[config.mk]
export PLATFORM = sky130hd
export DESIGN_NAME = fpga_config_sink
export DESIGN_NICKNAME = d
export VERILOG_FILES = /design/src/rtl/fpga_config_pkg.sv /design/src/rtl/cfg_deserializer.sv /design/src/rtl/fpga_config_sink.sv
export SDC_FILE = /design/constraint.sdc
export NUM_CORES = 1
export LEC_CHECK = 0
export CELL_PAD_IN_SITES_DETAIL_PLACEMENT = 1
export CELL_PAD_IN_SITES_GLOBAL_PLACEMENT = 1
export CORE_ASPECT_RATIO = 1.2
export CORE_UTILIZATION = 45
export DETAILED_ROUTE_END_ITERATION = 10
export GPL_TIMING_DRIVEN = 0
export PLACE_DENSITY_LB_ADDON = 0.1
export SLEW_MARGIN = 20
export SYNTH_ARGS = -nofsm -noshare
export SYNTH_HDL_FRONTEND = slang
export SYNTH_SLANG_ARGS = --single-unit
[constraint.sdc]
create_clock -name clk -period 4.85 [get_ports clk]
set_input_delay 0.7275 -clock clk [delete_from_list [all_inputs] [get_ports clk]]
set_output_delay 0.7275 -clock clk [all_outputs]
set_load 0.03 [all_outputs]
[src/rtl/fpga_config_pkg.sv]
// Shared definitions for the eFPGA configuration sink.
// Holds the default stream geometry, the word-count helper and the
// controller state encoding used by fpga_config_sink.
package fpga_config_pkg;

  localparam int BITSTREAM_LENGTH_DEF = 7286;
  localparam int WORD_WIDTH_DEF       = 32;

  // Number of words needed to hold a stream of a bits in b-bit words.
  function automatic int ceil_div(input int a, input int b);
    return (a + b - 1) / b;
  endfunction

  typedef enum logic [2:0] {
    ST_IDLE  = 3'd0,
    ST_LOAD  = 3'd1,
    ST_FLUSH = 3'd2,
    ST_DONE  = 3'd3,
    ST_ERR   = 3'd4
  } cfg_state_e;

endpackage

[src/rtl/cfg_deserializer.sv]
// Serial-to-word packer for the configuration stream.
// Ports:
//   clk, rst      - clock, synchronous active-high reset
//   clr_i         - re-arm (prog_rst): clears counter, partial word, excess
//   sample_i      - bit_i is a qualifying stream bit this cycle
//   flush_i       - end of stream: emit any partially filled word
//   bit_i         - serial configuration bit
//   word_done_o   - a word completes this cycle (combinational strobe)
//   word_data_o   - the completed word, LSB-first, zero-padded
//   count_o       - accepted bits, saturates at BITSTREAM_LENGTH
//   excess_o      - a bit arrived after the stream was already full
module cfg_deserializer
  import fpga_config_pkg::*;
#(
  parameter int BITSTREAM_LENGTH = BITSTREAM_LENGTH_DEF,
  parameter int WORD_WIDTH       = WORD_WIDTH_DEF,
  parameter int CNT_W            = $clog2(BITSTREAM_LENGTH) + 1
) (
  input  logic                  clk,
  input  logic                  rst,
  input  logic                  clr_i,
  input  logic                  sample_i,
  input  logic                  flush_i,
  input  logic                  bit_i,
  output logic                  word_done_o,
  output logic [WORD_WIDTH-1:0] word_data_o,
  output logic [CNT_W-1:0]      count_o,
  output logic                  excess_o
);

  localparam int POS_W = (WORD_WIDTH > 1) ? $clog2(WORD_WIDTH) : 1;
  localparam logic [CNT_W-1:0] LEN      = CNT_W'(BITSTREAM_LENGTH);
  localparam logic [CNT_W-1:0] LAST_IDX = CNT_W'(BITSTREAM_LENGTH - 1);
  localparam logic [POS_W-1:0] POS_LAST = POS_W'(WORD_WIDTH - 1);

  logic [CNT_W-1:0]      cnt_q;
  logic [POS_W-1:0]      pos_q;
  logic [WORD_WIDTH-1:0] acc_q;
  logic [WORD_WIDTH-1:0] acc_d;
  logic                  excess_q;
  logic                  take;

  // The packing register only ever has bits below pos_q set, so the
  // upper bits of a short final word are already zero.
  always_comb begin
    take  = sample_i && (cnt_q != LEN);
    acc_d = acc_q;
    if (take) acc_d[pos_q] = bit_i;
    word_done_o = (take && ((pos_q == POS_LAST) || (cnt_q == LAST_IDX)))
               || (flush_i && (pos_q != '0));
  end

  assign word_data_o = acc_d;
  assign count_o     = cnt_q;
  assign excess_o    = excess_q;

  always_ff @(posedge clk) begin
    if (rst || clr_i) begin
      cnt_q    <= '0;
      pos_q    <= '0;
      acc_q    <= '0;
      excess_q <= 1'b0;
    end else begin
      if (take) cnt_q <= cnt_q + 1'b1;
      if (word_done_o) begin
        acc_q <= '0;
        pos_q <= '0;
      end else if (take) begin
        acc_q <= acc_d;
        pos_q <= pos_q + 1'b1;
      end
      if (sample_i && !take) excess_q <= 1'b1;
    end
  end

endmodule

[src/rtl/fpga_config_sink.sv]
// Fabric-side receiver for the eFPGA serial configuration stream.
// Packs the prog bit stream into words, writes them to configuration
// memory, checks the stream length and releases the fabric on success.
// Ports:
//   clk, rst                         - clock, synchronous active-high reset
//   prog_rst, prog, fpga_rst         - loader interface
//   cfg_wr_en/addr/data, cfg_wr_ready - configuration memory write port
//   fabric_en, cfg_ok, cfg_err       - load status
//   dbg_state_o                      - current controller state
//
// Write port: cfg_wr_en is the valid. Once raised, cfg_wr_en, cfg_wr_addr
// and cfg_wr_data stay stable until a cycle with cfg_wr_en & cfg_wr_ready,
// which is the one and only transfer of that word.
module fpga_config_sink
  import fpga_config_pkg::*;
#(
  parameter int BITSTREAM_LENGTH = BITSTREAM_LENGTH_DEF,
  parameter int WORD_WIDTH       = WORD_WIDTH_DEF,
  parameter int NWORDS           = ceil_div(BITSTREAM_LENGTH, WORD_WIDTH),
  parameter int ADDR_WIDTH       = $clog2(NWORDS)
) (
  input  logic                  clk,
  input  logic                  rst,
  input  logic                  prog_rst,
  input  logic                  prog,
  input  logic                  fpga_rst,
  output logic                  cfg_wr_en,
  output logic [ADDR_WIDTH-1:0] cfg_wr_addr,
  output logic [WORD_WIDTH-1:0] cfg_wr_data,
  input  logic                  cfg_wr_ready,
  output logic                  fabric_en,
  output logic                  cfg_ok,
  output logic                  cfg_err,
  output logic [2:0]            dbg_state_o
);

  localparam int CNT_W = $clog2(BITSTREAM_LENGTH) + 1;
  localparam logic [CNT_W-1:0] LEN = CNT_W'(BITSTREAM_LENGTH);

  cfg_state_e            state_q, state_d;
  logic                  wr_en_q;
  logic [ADDR_WIDTH-1:0] addr_q;
  logic [ADDR_WIDTH-1:0] next_addr_q;
  logic [WORD_WIDTH-1:0] data_q;
  logic                  overrun_q;
  logic                  fabric_en_q, ok_q, err_q;

  logic                  sample, flush;
  logic                  word_done;
  logic [WORD_WIDTH-1:0] word_data;
  logic [CNT_W-1:0]      bit_count;
  logic                  excess;

  assign sample = !prog_rst && fpga_rst
               && ((state_q == ST_IDLE) || (state_q == ST_LOAD));
  // The cycle that sees fpga_rst low in LOAD pushes out a partial word.
  assign flush  = !prog_rst && (state_q == ST_LOAD) && !fpga_rst;

  cfg_deserializer #(
    .BITSTREAM_LENGTH (BITSTREAM_LENGTH),
    .WORD_WIDTH       (WORD_WIDTH),
    .CNT_W            (CNT_W)
  ) u_deser (
    .clk         (clk),
    .rst         (rst),
    .clr_i       (prog_rst),
    .sample_i    (sample),
    .flush_i     (flush),
    .bit_i       (prog),
    .word_done_o (word_done),
    .word_data_o (word_data),
    .count_o     (bit_count),
    .excess_o    (excess)
  );

  always_comb begin
    state_d = state_q;
    case (state_q)
      ST_IDLE:  if (sample) state_d = ST_LOAD;
      ST_LOAD:  if (!fpga_rst) state_d = ST_FLUSH;
      ST_FLUSH: begin
        if (!wr_en_q) begin
          if ((bit_count == LEN) && !overrun_q && !excess) state_d = ST_DONE;
          else                                              state_d = ST_ERR;
        end
      end
      ST_DONE:  if (fpga_rst) state_d = ST_IDLE;
      ST_ERR:   state_d = ST_ERR;
      default:  state_d = ST_IDLE;
    endcase
    if (prog_rst) state_d = ST_IDLE;
  end

  always_ff @(posedge clk) begin
    if (rst) state_q <= ST_IDLE;
    else     state_q <= state_d;
  end

  // Single holding register. A word completing while the previous one is
  // still waiting is accepted only if that previous one leaves this cycle.
  // The address advances for every completed word, dropped or not.
  always_ff @(posedge clk) begin
    if (rst || prog_rst) begin
      wr_en_q     <= 1'b0;
      addr_q      <= '0;
      next_addr_q <= '0;
      data_q      <= '0;
      overrun_q   <= 1'b0;
      fabric_en_q <= 1'b0;
      ok_q        <= 1'b0;
      err_q       <= 1'b0;
    end else begin
      if (word_done) begin
        next_addr_q <= next_addr_q + 1'b1;
        if (!wr_en_q || cfg_wr_ready) begin
          wr_en_q <= 1'b1;
          addr_q  <= next_addr_q;
          data_q  <= word_data;
        end else begin
          overrun_q <= 1'b1;
        end
      end else if (wr_en_q && cfg_wr_ready) begin
        wr_en_q <= 1'b0;
      end
      fabric_en_q <= (state_d == ST_DONE);
      ok_q        <= (state_d == ST_DONE);
      err_q       <= (state_d == ST_ERR);
    end
  end

  assign cfg_wr_en   = wr_en_q;
  assign cfg_wr_addr = addr_q;
  assign cfg_wr_data = data_q;
  assign fabric_en   = fabric_en_q;
  assign cfg_ok      = ok_q;
  assign cfg_err     = err_q;
  assign dbg_state_o = state_q;

endmodule

# ---- After elaboration in Yosys (flattened, before gate mapping)
# Cells that the tools add are included.
dict set report word_totals {
  ff_bits 107
  in_bits 6
  word_cells 73
  out_inout_bits 47
}
dict set report classes {
  n_lt_le_gt_ge 2
  bitwise 1
  n_reduce_logical 30
  n_addsub 3
  n_eq_ne 11
  mux 14
}
# operator n
set ops {}
lappend ops {{32-bit bitwise mux} 1}
lappend ops {{32-bit two-way mux} 1}
lappend ops {{14-bit by 13-bit == test with 1-bit output (second input constant)} 2}
lappend ops {{3-bit two-way mux} 6}
lappend ops {{3-bit case mux with 5 select lines} 1}
lappend ops {{14-bit by 1-bit adder with 14-bit output (second input constant)} 1}
lappend ops {{14-bit by 13-bit != test with 1-bit output (second input constant)} 1}
lappend ops {{1-bit logical AND} 12}
lappend ops {{3-bit by 2-bit == test with 1-bit output (second input constant)} 3}
lappend ops {{8-bit by 1-bit adder with 8-bit output (second input constant)} 1}
lappend ops {{3-bit == test (second input constant)} 2}
lappend ops {{1-bit logical NOT} 6}
lappend ops {{5-bit by 6-bit less-than comparator with 1-bit output (second input constant)} 1}
lappend ops {{2-bit AND reduction} 3}
lappend ops {{5-bit by 1-bit adder with 5-bit output (second input constant)} 1}
lappend ops {{1-bit demux with 5-bit select} 1}
lappend ops {{5-bit == test (second input constant)} 1}
lappend ops {{5-bit by 1-bit greater-or-equal comparator with 1-bit output (second input constant)} 1}
lappend ops {{1-bit logical OR} 5}
lappend ops {{5-bit nonzero test} 1}
lappend ops {{1-bit two-way mux} 4}
lappend ops {{3-bit by 1-bit == test with 1-bit output (second input constant)} 1}
lappend ops {{3-bit logical NOT} 1}
lappend ops {{2-bit != test (second input constant)} 1}
lappend ops {{3 further kinds} 3}

# ---- Logic depth before layout (Yosys ltp)
dict set report depth {
  depth_word 8
  mapped_depth 11
}

# ---- By module
# From an unflattened synthesis, not the netlist that was laid out.
dict set report hier_totals {
  hier_cells 621
  area_unflattened_um2 5051.1
}
# module instances area_each_um2 cells_each
set by_module_without_submodules {}
lappend by_module_without_submodules {cfg_deserializer 1 2867.8 363}
lappend by_module_without_submodules {fpga_config_sink 1 2183.3 258}

# ---- Worst setup path before layout
# Ideal clock, no wire load.
dict set report synth_timing {
  path_kind {input-to-reg}
  start {in prog_rst}
  end {reg u_deser.acc_q[10]}
  slack_ns 2.066
  required_time_ns 4.722
  t_arrival_ns 2.656
  path_stages 6
  path_cell_list {clkbuf_1 > nor4b_1 > nand2_1 > o211ai_2 > clkbuf_1 > nor2_1}
}
dict set report synth_via {
  elab_chain_len 7
  elab_cells_between_ends 12
}
# element line_no
set synth_lines {}
lappend synth_lines {{start, declared} fpga_config_sink.sv:24} ;# input logic prog_rst,
lappend synth_lines {{1-bit logical NOT} {fpga_config_sink.sv:54, fpga_config_sink.sv:57}}
lappend synth_lines {{1-bit logical AND} fpga_config_sink.sv:54} ;# assign sample = !prog_rst && fpga_rst
lappend synth_lines {{1-bit logical AND} fpga_config_sink.sv:55} ;# && ((state_q == ST_IDLE) || (state_q == ST_LOAD));
lappend synth_lines {{1-bit logical AND} cfg_deserializer.sv:46} ;# take = sample_i && (cnt_q != LEN);
lappend synth_lines {{1-bit logical AND} cfg_deserializer.sv:49} ;# word_done_o = (take && ((pos_q == POS_LAST) || (cnt_q == LAST_IDX)))
lappend synth_lines {{1-bit logical OR} cfg_deserializer.sv:50} ;# || (flush_i && (pos_q != '0));
lappend synth_lines {{2-bit OR reduction (no line)} n/a}
lappend synth_lines {{end signal, assigned} cfg_deserializer.sv:61} ;# acc_q <= '0;
lappend synth_lines {{end signal, assigned} cfg_deserializer.sv:66} ;# acc_q <= '0;
lappend synth_lines {{end signal, assigned} cfg_deserializer.sv:69} ;# acc_q <= acc_d;
lappend synth_lines {{end, declared} cfg_deserializer.sv:38} ;# logic [WORD_WIDTH-1:0] acc_q;
# Several ways; a longest one is shown, not always the timed one.
# A chain may end at the register's enable or synchronous reset.

# ---- Worst setup path in the final report
dict set report layout_timing {
  start {reg u_deser.cnt_q[8], in the netlist u_deser.count_o[8]}
  end {reg u_deser.acc_q[24]}
}
dict set report layout_via {
  elab_chain_len 5
  elab_cells_between_ends 8
}
# element line_no
set layout_lines {}
lappend layout_lines {{start, declared} cfg_deserializer.sv:36} ;# logic [CNT_W-1:0] cnt_q;
lappend layout_lines {{start signal, assigned} cfg_deserializer.sv:64} ;# if (take) cnt_q <= cnt_q + 1'b1;
lappend layout_lines {{14-bit by 13-bit != test with 1-bit output / 14-bit by 13-bit == test with 1-bit output (equally long branches)} {cfg_deserializer.sv:46, cfg_deserializer.sv:49}}
lappend layout_lines {{1-bit logical AND / 1-bit logical OR (equally long branches)} {cfg_deserializer.sv:46, cfg_deserializer.sv:49}}
lappend layout_lines {{1-bit logical AND} cfg_deserializer.sv:49}
lappend layout_lines {{1-bit logical OR} cfg_deserializer.sv:50}
lappend layout_lines {{2-bit OR reduction (no line)} n/a}
# Several ways; a longest one is shown, not always the timed one.

==> results.txt <==
----------------------------------------------------
[Outcome]
  Run status ... complete, no violations

[Synthesis]
  Post-Syn Area ... 4649 um^2
  Flops & latches, synth ... 107
  Top cell type's share of synthesized area ... 0.4607
  Synth Area per Inst ... 8.890 um^2
  Cell variety after synth ... 51
  Most area-consuming cells after synthesis ... sky130_fd_sc_hd__dfxtp_1, sky130_fd_sc_hd__mux2i_1, sky130_fd_sc_hd__nor2_1
  Share of the yosys chip area belonging to registers ... 0.4607
  Post-synth EDFFs ... 0
  Largest area contributor in the synthesized netlist ... sky130_fd_sc_hd__dfxtp_1
  Synthesized instance count ... 523
  Async set-reset flop share out of synthesis ... 0
  Synthesis Warnings ... 0
  Most used DFF post-synth ... sky130_fd_sc_hd__dfxtp_1
  Syn Nets ... 538

[Min path]
  Worst min-delay path endpoint ... cfg_wr_addr[0]$_SDFFE_PP0P_
  HP Class ... reg2reg
  Depth of the worst hold-timing path ... 2
  Worst min-delay path startpoint ... cfg_wr_addr[0]$_SDFFE_PP0P_

[Clocking]
  Clock Pin Slew Worst Setup and Hold Paths ... 0.07 ns
  Post-CTS sizing ... 0
  Setup Buffers After CTS ... 0
  Number of clock sinks ... 107
  Total number of H-tree levels ... 3
  Latest clock arrival within the worst-skew pair ... 0.35 ns
  Root Buffer ... sky130_fd_sc_hd__clkbuf_16
  Cts hold-fix bufs ... 0
  Inserted Clock Buffers ... 9
  Number of buffers on the longest clock path ... 2
  CTS tree ... done

[Place]
  Cell area after placement ... 5351 um^2
  Count of port buffers added during placement ... 51
  Worst setup timing slack at the placement stage ... 1.371 ns
  Placer congestion estimate ... 0.8328
  Placed wire-length estimate after detailed placement ... 9.297 mm

[Worst setup path]
  Setup CP Type ... reg2reg
  Type of element capturing the critical path ... register
  Critical path launch point type ... register
  Start point of the critical path ... u_deser.count_o[8]$_SDFFE_PP0P_
  Startpoint of the worst-slack reg-to-reg timing path ... u_deser.count_o[8]$_SDFFE_PP0P_
  Required arrival time at the worst endpoint ... 5.07 ns
  Largest fanout on the critical path ... 10
  Setup slack of the most critical reg-to-reg path ... 1.58 ns
  Reg-to-reg endpoint ... u_deser.acc_q[24]$_SDFFE_PP0P_
  Worst Path Arrival ... 3.49 ns
  Count of cells along the worst register-to-register path ... 7

[Global route]
  Global-route wire length before repair ... 20.96 mm
  Overflow left after global routing ... 0
  Maximum number of pins on one net before global-route repair ... 19
  GRT Overall Usage ... 0.2505
  Vias in the first global route ... 4238
  Number of antenna violations at the first check in global routing ... 0

[STA]
  Hold slack ... 0.4603 ns
  Clock Skews ... 0.006063 ns
  Final TNS setup ... 0 ns
  Final Setup Violations ... 0
  Worst slew margin ... 0.4093
  Tcrit/Tclk final ... 0.6747
  Final Max Tran Viols ... 0
  Transition time at the pin with the least slew margin ... 0.8764 ns
  Setup repair after global routing missed its margin ... no
  Max Freq ... 305.6 MHz
  Number of endpoints with negative hold slack in the final report ... 0
  Worst-case setup margin in the final layout ... 1.578 ns
  Post-route minimum period ... 3.272 ns

[Detailed routing]
  First-pass DRT Iterations ... 4
  Number of DRC markers in iteration 0 ... 174
  Number of vias after detailed routing ... 4104
  Post-DRT Antenna Nets ... 0
  DRC violation count after routing ... 0
  Post-detailed-routing wire length ... 12.77 mm
  Avg WL per Cell ... 17.81 um
  Average vias per placed instance ... 5.724

[Power and ir drop]
  Worst vdd ir ... 178.7 uV
  Reported leakage power ... 2.059 nW
  Power per Cell Area ... 301.4 nW/um^2
  Total Power ... 1.706 mW

[Floorplanning]
  Site row count ... 40
  Full die area ... 10740 um^2
  Floorplan Core Area ... 10010 um^2
  Height of the die ... 113.4 um
  IO Count ... 53
  Overall die width ... 94.79 um
  Starting utilization of the core area ... 0.4645

[Finish]
  # nets final ... 601
  Final design instance area without fill ... 5662 um^2
  Area growth, synth to finish ... 21.77%
  Share of cells above drive strength 1 ... 0.05922
  Number of antenna diodes ... 0
  Commonest cells after routing, fill and taps aside ... sky130_fd_sc_hd__dfxtp_1, sky130_fd_sc_hd__nor2_1, sky130_fd_sc_hd__clkdlybuf4s50_1
  Most frequent standard cell in the layout excluding fill and tap cells ... sky130_fd_sc_hd__dfxtp_1

[Flow run]
  Max-capacitance violation count ... 0

----------------------------------------------------
state kept, by name (all words and copies together), names as in the netlist, 3 cells and up:
signal,count
u_deser.acc_q,32
cfg_wr_data,32
cfg_wr_addr,8
dbg_state_o,3
next_addr_q,8
u_deser.count_o,14
u_deser.pos_q,5
synth_stat cells (2+ instances only):
| cell type | n |
|---|---|
| sky130_fd_sc_hd__dfxtp_1 | 107 |
| sky130_fd_sc_hd__clkbuf_1 | 31 |
| sky130_fd_sc_hd__o21ai_0 | 2 |
| sky130_fd_sc_hd__inv_1 | 8 |
| sky130_fd_sc_hd__nand3_1 | 25 |
| sky130_fd_sc_hd__nand2b_1 | 5 |
| sky130_fd_sc_hd__ha_1 | 9 |
| sky130_fd_sc_hd__nor2_1 | 75 |
| sky130_fd_sc_hd__and2_1 | 3 |
| sky130_fd_sc_hd__nor3_1 | 13 |
| sky130_fd_sc_hd__nor2b_1 | 3 |
| sky130_fd_sc_hd__or3_1 | 5 |
| sky130_fd_sc_hd__xor2_1 | 9 |
| sky130_fd_sc_hd__nand3b_1 | 2 |
| sky130_fd_sc_hd__o41ai_1 | 3 |
| sky130_fd_sc_hd__xnor2_1 | 5 |
| sky130_fd_sc_hd__nand2_1 | 32 |
| sky130_fd_sc_hd__mux2i_1 | 44 |
| sky130_fd_sc_hd__a21oi_1 | 43 |
| sky130_fd_sc_hd__or4b_2 | 2 |
| sky130_fd_sc_hd__or2_2 | 2 |
| sky130_fd_sc_hd__and3_1 | 3 |
| sky130_fd_sc_hd__or4_1 | 2 |
| sky130_fd_sc_hd__nand4_1 | 11 |
| sky130_fd_sc_hd__buf_1 | 2 |
| sky130_fd_sc_hd__nor4_1 | 9 |
| sky130_fd_sc_hd__buf_2 | 6 |
| sky130_fd_sc_hd__o311ai_0 | 2 |
| sky130_fd_sc_hd__and4_1 | 2 |
| sky130_fd_sc_hd__o31ai_1 | 34 |
| sky130_fd_sc_hd__nor3b_1 | 2 |
| sky130_fd_sc_hd__o32ai_1 | 2 |
| sky130_fd_sc_hd__o211ai_1 | 2 |
logic make-up after synthesis:
kind of cell / count (synthesis) / share of synthesized area
AND/OR/NAND/NOR: 202 / 0.2126
buffers and inverters: 49 / 0.04360
flip-flops: 107 / 0.4607
multiplexers: 44 / 0.09472
adder cells (fa/ha/maj): 9 / 0.02422
AO/OA/AOI/OAI: 98 / 0.1378
XOR/XNOR: 14 / 0.02637
worst max-delay path, cell delays in order (launching register included):
cell and delay (ns):
sky130_fd_sc_hd__dfxtp_1 0.34, sky130_fd_sc_hd__or4b_1 0.51, sky130_fd_sc_hd__buf_2 0.19, sky130_fd_sc_hd__nor4_1 0.73, sky130_fd_sc_hd__nor2_1 0.25, sky130_fd_sc_hd__o211ai_2 0.55, sky130_fd_sc_hd__clkbuf_1 0.46, sky130_fd_sc_hd__nor2_1 0.11
cell type report:
cell class / instances / area (um^2)
buffer: 41 / 172.7
clock buffer: 10 / 239.0
clock inverter: 6 / 71.32
fill: 1195 / 4348
inverter: 8 / 30.03
multi-input combinational: 367 / 2333
sequential: 107 / 2142
tap: 126 / 157.7
timing repair buffer: 52 / 515.5
how the worst max path moves through the flow:
stage	end	slack [ns]	cells after the start
final	u_deser.acc_q[24]$_SDFFE_PP0P_	1.58	7
after global routing	u_deser.acc_q[24]$_SDFFE_PP0P_	1.31	7
after CTS	u_deser.acc_q[24]$_SDFFE_PP0P_	1.53	7
after detailed placement	u_deser.acc_q[30]$_SDFFE_PP0P_	1.37	7
after global placement	u_deser.acc_q[27]$_SDFFE_PP0P_	0.46	6
after floorplan	u_deser.acc_q[10]$_SDFFE_PP0P_	2.07	6
per-stage QoR:
step,instances,utilization
3_3_place_gp,700,0.5313
3_5_place_dp,701,0.5346
5_1_grt,717,0.5656
2_1_floorplan,523,-
4_1_cts,717,0.5656
6_report,717,0.5656
power by group:
part / switching [mW] / leakage, nW / internal (mW)
Clock: 0.343 / 0.151 / 0.420
Combinational: 0.0435 / 1.05 / 0.0177
Sequential: 0.00272 / 0.862 / 0.880
Total: 0.389 / 2.06 / 1.32
per-layer routing:
layer	wire length, um	track usage	vias up
li1	-	-	1994
met1	5577	0.2992	2016
met2	6444	0.4302	68
met3	403	0.04906	26
met4	342	0.1091	0
met5	0	0	-
(Power assumes the default switching activity.)
